`src/rtl/simon_seq_pkg.sv`:
```
// Shared types and defaults for the Simon sequence store.
package simon_seq_pkg;

    typedef enum logic [1:0] {
        ST_IDLE  = 2'd0,
        ST_PLAY  = 2'd1,
        ST_CHECK = 2'd2
    } state_t;

    localparam int SEQ_SYM_W = 2;
    localparam int SEQ_DEPTH = 16;

    typedef logic [SEQ_SYM_W-1:0] sym_t;

endpackage

```
`src/rtl/seq_ram.sv`:
```
// DEPTH x SYM_W flop array: synchronous write, combinational read.
module seq_ram #(
    parameter int SYM_W  = 2,
    parameter int DEPTH  = 16,
    parameter int ADDR_W = 4
) (
    input  logic              i_clk,
    input  logic              i_we,
    input  logic [ADDR_W-1:0] i_waddr,
    input  logic [SYM_W-1:0]  i_wdata,
    input  logic [ADDR_W-1:0] i_raddr,
    output logic [SYM_W-1:0]  o_rdata
);

    logic [SYM_W-1:0] r_mem [DEPTH];

    always_ff @(posedge i_clk) begin
        if (i_we) begin
            r_mem[i_waddr] <= i_wdata;
        end
    end

    assign o_rdata = r_mem[i_raddr];

endmodule

```
`src/rtl/seq_store_ctrl.sv`:
```
// Simon sequence store: append, valid/ready playback and player-input checking
// against a stored symbol sequence of up to DEPTH entries.
module seq_store_ctrl
    import simon_seq_pkg::*;
#(
    parameter int SYM_W = SEQ_SYM_W,
    parameter int DEPTH = SEQ_DEPTH,
    parameter int LEN_W = $clog2(DEPTH + 1)
) (
    input  logic             clock,
    input  logic             reset_n,
    input  logic             clear,
    input  logic             append,
    input  logic [SYM_W-1:0] append_sym,
    input  logic             play,
    input  logic             check,
    output logic             out_valid,
    output logic [SYM_W-1:0] out_sym,
    input  logic             out_ready,
    input  logic             in_valid,
    input  logic [SYM_W-1:0] in_sym,
    output logic             match,
    output logic             mismatch,
    output logic             done,
    output logic             overflow,
    output logic [LEN_W-1:0] length,
    output logic             full,
    output logic             busy
);

    localparam int ADDR_W = (DEPTH > 1) ? $clog2(DEPTH) : 1;

    state_t           r_state;
    state_t           w_state_nxt;
    logic [LEN_W-1:0] r_len;
    logic [LEN_W-1:0] r_idx;
    logic [LEN_W-1:0] w_len_nxt;
    logic [LEN_W-1:0] w_idx_nxt;
    logic [LEN_W-1:0] w_last_idx;
    logic             r_match;
    logic             r_mismatch;
    logic             r_done;
    logic             r_overflow;
    logic             w_match_nxt;
    logic             w_mismatch_nxt;
    logic             w_done_nxt;
    logic             w_overflow_nxt;
    logic             w_we;
    logic             w_full;
    logic             w_empty;
    logic             w_is_last;
    logic [SYM_W-1:0] w_rdata;

    seq_ram #(
        .SYM_W  (SYM_W),
        .DEPTH  (DEPTH),
        .ADDR_W (ADDR_W)
    ) u_ram (
        .i_clk   (clock),
        .i_we    (w_we),
        .i_waddr (r_len[ADDR_W-1:0]),
        .i_wdata (append_sym),
        .i_raddr (r_idx[ADDR_W-1:0]),
        .o_rdata (w_rdata)
    );

    assign w_full     = (r_len == LEN_W'(DEPTH));
    assign w_empty    = (r_len == '0);
    assign w_last_idx = r_len - LEN_W'(1);
    assign w_is_last  = (r_idx == w_last_idx);

    always_comb begin
        w_state_nxt    = r_state;
        w_len_nxt      = r_len;
        w_idx_nxt      = r_idx;
        w_match_nxt    = 1'b0;
        w_mismatch_nxt = 1'b0;
        w_done_nxt     = 1'b0;
        w_overflow_nxt = 1'b0;
        w_we           = 1'b0;

        if (clear) begin
            w_state_nxt = ST_IDLE;
            w_len_nxt   = '0;
            w_idx_nxt   = '0;
        end else begin
            case (r_state)
                ST_IDLE: begin
                    // Priority append > play > check; losers are dropped.
                    if (append) begin
                        if (w_full) begin
                            w_overflow_nxt = 1'b1;
                        end else begin
                            w_we      = 1'b1;
                            w_len_nxt = r_len + LEN_W'(1);
                        end
                    end else if (play || check) begin
                        w_idx_nxt = '0;
                        if (w_empty) begin
                            w_done_nxt = 1'b1;
                        end else begin
                            w_state_nxt = play ? ST_PLAY : ST_CHECK;
                        end
                    end
                end
                ST_PLAY: begin
                    if (out_ready) begin
                        if (w_is_last) begin
                            w_done_nxt  = 1'b1;
                            w_state_nxt = ST_IDLE;
                            w_idx_nxt   = '0;
                        end else begin
                            w_idx_nxt = r_idx + LEN_W'(1);
                        end
                    end
                end
                ST_CHECK: begin
                    if (in_valid) begin
                        if (in_sym == w_rdata) begin
                            w_match_nxt = 1'b1;
                            if (w_is_last) begin
                                w_done_nxt  = 1'b1;
                                w_state_nxt = ST_IDLE;
                                w_idx_nxt   = '0;
                            end else begin
                                w_idx_nxt = r_idx + LEN_W'(1);
                            end
                        end else begin
                            w_mismatch_nxt = 1'b1;
                            w_state_nxt    = ST_IDLE;
                        end
                    end
                end
                default: begin
                    w_state_nxt = ST_IDLE;
                end
            endcase
        end
    end

    always_ff @(posedge clock) begin
        if (!reset_n) begin
            r_state    <= ST_IDLE;
            r_len      <= '0;
            r_idx      <= '0;
            r_match    <= 1'b0;
            r_mismatch <= 1'b0;
            r_done     <= 1'b0;
            r_overflow <= 1'b0;
        end else begin
            r_state    <= w_state_nxt;
            r_len      <= w_len_nxt;
            r_idx      <= w_idx_nxt;
            r_match    <= w_match_nxt;
            r_mismatch <= w_mismatch_nxt;
            r_done     <= w_done_nxt;
            r_overflow <= w_overflow_nxt;
        end
    end

    // Playback data reads straight from the array at the current index, so it
    // holds while stalled and follows the index with no bubble.
    assign out_valid = (r_state == ST_PLAY);
    assign out_sym   = out_valid ? w_rdata : '0;
    assign match     = r_match;
    assign mismatch  = r_mismatch;
    assign done      = r_done;
    assign overflow  = r_overflow;
    assign length    = r_len;
    assign full      = w_full;
    assign busy      = (r_state != ST_IDLE);

endmodule

```
`config.mk`:
```
export PLATFORM = sky130hd
export DESIGN_NAME = seq_store_ctrl
export DESIGN_NICKNAME = d
export VERILOG_FILES = /design/src/rtl/simon_seq_pkg.sv /design/src/rtl/seq_ram.sv /design/src/rtl/seq_store_ctrl.sv
export SDC_FILE = /design/constraint.sdc
export NUM_CORES = 1
export LEC_CHECK = 0
export ABC_AREA = 1
export CORE_AREA = 2 2 72 74
export CTS_CLUSTER_SIZE = 30
export DETAILED_ROUTE_END_ITERATION = 6
export DIE_AREA = 0 0 74 76
export GPL_TIMING_DRIVEN = 0
export PLACE_DENSITY = 0.77
export SYNTH_ARGS = -nofsm -noshare
export SYNTH_HDL_FRONTEND = slang
export SYNTH_SLANG_ARGS = --single-unit
```
`constraint.sdc`:
```
create_clock -name clock -period 2.2 [get_ports clock]
set_clock_uncertainty 0.2 [all_clocks]
set_input_delay 0.44 -clock clock [delete_from_list [all_inputs] [get_ports clock]]
set_output_delay 0.44 -clock clock [all_outputs]
set_load 0.05 [all_outputs]
```
==> out/metrics.yaml <==
power_and_ir_drop:
  powerDensity_nw_per_um2: 521
  p_leak_nw: 1.53
  p_sw_mw: 0.472
  intPower_mw: 1.37
  p_comb_share_pct: 14.5
  vdd_drop_max_mv: 0.381
  p_clk_share_pct: 28.5
  seqPwrFrac_pct: 57.0
  swShare_pct: 25.6
global_route:
  grt_max_degree: 17
  grt_first_pass_wirelength_microns: 9560
  grt_overflow: 0
  track_usage_pct: 22.4
  grt_pass1_vias: 2081
  antenna_found_initial: 0
timing:
  rsz0062_at_grt: "yes"
  timing.final.ws_setup_ps: -73.9
  fmax_mhz: 440
  fin_crit_sh_pct: 103
  max_slew_margin_pct: 62.6
  setup_viol: 2
  min_period_ps: 2270
  tightest_slew_ps: 560
  tns_ps: -128
  slew_viol_final: 0
  finalHoldViolCount: 0
synth:
  synthTopCellsByArea: "edfxtp_1 (36%), dfxtp_1 (15%), nand2_1 (11%)"
  yosys.area.top_type: "edfxtp_1"
  synth-compound-area-share_pct: 4.25
  ys_types: 28
  yosysWarningCount: 0
  synth_fa_ha_area_share_pct: 4.72
  synth_seq_area_share_pct: 51.3
  ys_seq_elements: 52
  synthCells: 316
  syn-num-nets: 338
  synth_area_per_cell_sq_um: 8.39
  synth_top_cell_area_share_pct: 36.2
  synthMuxAreaShare_pct: 0
  synth-xor-area-share_pct: 2.97
  synth_top_family_by_area: "simple AND/OR/NAND/NOR gates"
  synth_simple_gate_area_share_pct: 27.7
  synth_area_sq_um: 2650
drt:
  drt-total-wl_microns: 6090
  antenna_left: 0
  drc: 0
  drt-vias-per-instance: 5.03
  wl_per_cell_microns: 14.1
  dr.pass1.iters: 4
  drt-initial-drc-count: 82
  num_vias: 2171
cts:
  htree_levels: 2
  clk-insertion-delay-late_ps: 300
  cts_hold_buffers: 0
  clock_tree.buffer_depth: 2
  cts.sinks: 52
  root_buffer: "clkbuf_8"
  clk_pin_slew_ps: 90
  numCtsBuffers: 5
  tritoncts: "done"
flow_run:
  max_cap_violations: 0
critical_path:
  criticalPathCategory: "reg2out"
  crit_chain: "buf_8 > inv_8 > buf_6 > nand2_1 > nand2_1 > nand2_1 > nand3_2 > nand3_4 > a21oi_2 > buf_6"
  path_buf_inv: 4
  cp_data_required_time_ps: 1560
  worstPathArrival_ps: 1630
  crit_fanout: 8
  slowest_stage: "dfxtp_2"
  startpoint_type: "flop"
  crit_top_cell: "nand2_1"
  path_delay_family: "buffers and inverters"
  max_stage_delay_ps: 330
  worstSetupEndpointType: "output port"
final_layout:
  final_cells: 432
  fill_cells: 364
  multiInputGateArea_sq_um: 1340
  diodes: 0
  area_growth_pct: 33.6
  drive_above_1_share_pct: 30.7
  layout.area.seq_sq_um: 1380
  nets: 383
floorplanning:
  dieWidth_microns: 74
  start_util_pct: 54.0
  fp.dieArea_sq_um: 5620
  dieHeight_microns: 76
  ios: 26
  fp-row-count: 26
  core_sq_um: 4910
place:
  hpwl_microns: 4140
  dp.cells: 411
  gp_congestion: 0.836
  portBuffers: 25
  dp_worst_setup_slack_ps: -469
status:
  status: "finished with violations"
  violations: "negative setup slack"
worst_hold_path:
  hp-class: "reg2reg"
[cell families after synthesis]
logic type,after synthesis
buffers and inverters,56
flip-flops,52
AO/OA/AOI/OAI,21
XOR/XNOR,9
adder cells (fa/ha/maj),10
AND/OR/NAND/NOR,168
[sequential cells by signal, indices dropped and copies added (netlist names), named ones only]
signal	flops
mismatch	1
u_ram.r_mem	32
match	1
overflow	1
length	5
r_state	2
done	1
r_idx	5
[worst paths after layout]
kind | startpoint | end | slack (ps) | cells past startpoint
worst max-delay path | flop | out_sym[0] | -70 | 10
worst min-delay path | r_state[0] | r_state[0] | 310 | 2
worst max register to register | length[0] | u_ram.r_mem[11][0] | 80 | 9
worst min register to register | r_state[0] | r_state[0] | 310 | 2
[what timing repair did]
| item | in CTS | in global routing |
|---|---|---|
| resized for setup | 40 | 73 |
| cloned | 1 | 1 |
| pin swaps | 5 | 17 |
| endpoints found under the setup margin | 35 | 52 |
| setup buffers | 2 | 9 |
[final cells by class]
type                            instances  share of cell area (%)
Clock inverter                          3                   0.530
Buffer                                  4                    1.48
Timing Repair Buffer                   38                    10.6
Tap cell                               70                    2.47
Inverter                               52                    6.11
Clock buffer                            5                    1.94
Multi-Input combinational cell        208                    38.0
Sequential cell                        52                    38.9
[stage by stage]
| stage | total power [mW] | hold slack, ps | instance area, sq um | utilization, % |
|---|---|---|---|---|
| finish | 1.84 | 310 | 3540 | 72.1 |
| global route | 1.92 | 339 | 3540 | 72.1 |
| floorplan | 1.20 | 277 | 2690 | - |
| CTS | 1.80 | 323 | 3180 | 64.7 |
| detailed placement | 1.27 | 300 | 3020 | 61.6 |
| global placement | 1.27 | 293 | 3020 | 61.6 |
[power groups by stage]
| stage | combinational (mW) | sequential (mW) | clock [mW] |
|---|---|---|---|
| floorplan | 0.124 | 1.08 | 0 |
| global placement | 0.198 | 1.07 | 0 |
| detailed placement | 0.201 | 1.07 | 0 |
| CTS | 0.212 | 1.05 | 0.538 |
| global route | 0.290 | 1.05 | 0.573 |
| finish | 0.267 | 1.05 | 0.525 |
[layout by cell type, fill, tap and decap left out, drive strengths merged]
cell type / n
a2111oi: 1
a21oi: 10
a221oi: 1
buf: 19
clkbuf: 7
clkdlybuf4s15: 1
clkdlybuf4s50: 17
clkinv: 3
clkinvlp: 3
dfxtp: 20
dlymetal6s2s: 3
edfxtp: 32
ha: 10
inv: 49
nand2: 81
nand3: 34
nand3b: 1
nand4: 4
nor2: 38
nor3: 6
nor3b: 1
o21ai: 9
or2: 3
xnor2: 5
xor2: 4
[synth_stat cells]
library cell and instances:
a2111oi_0 1, a21oi_1 10, a221oi_1 1, buf_2 1
buf_6 3, clkinv_2 1, dfxtp_1 20, edfxtp_1 32
ha_1 10, inv_1 49, inv_2 1, inv_6 1
nand2_1 77, nand2_2 3, nand2_4 1, nand3_1 32
nand3_2 2, nand3b_1 1, nand4_1 4, nor2_1 37
nor2_2 1, nor3_1 6, nor3b_1 1, o21ai_0 5
o21ai_1 4, or2_2 3, xnor2_1 5, xor2_1 4
[routing by layer]
layer | GRT usage [%] | share of wire, % | up-vias
li1 | - | - | 1103
met1 | 29.5 | 44 | 1020
met2 | 35.9 | 51 | 37
met3 | 3.97 | 2.8 | 11
met4 | 9.27 | 2.2 | 0
met5 | 0 | 0 | -
[worst min-delay path: stages, from the launching register on]
cell and delay [ps]:
dfxtp_2 350, nand2_1 70, a21oi_1 60
(Power assumes the default switching activity.)
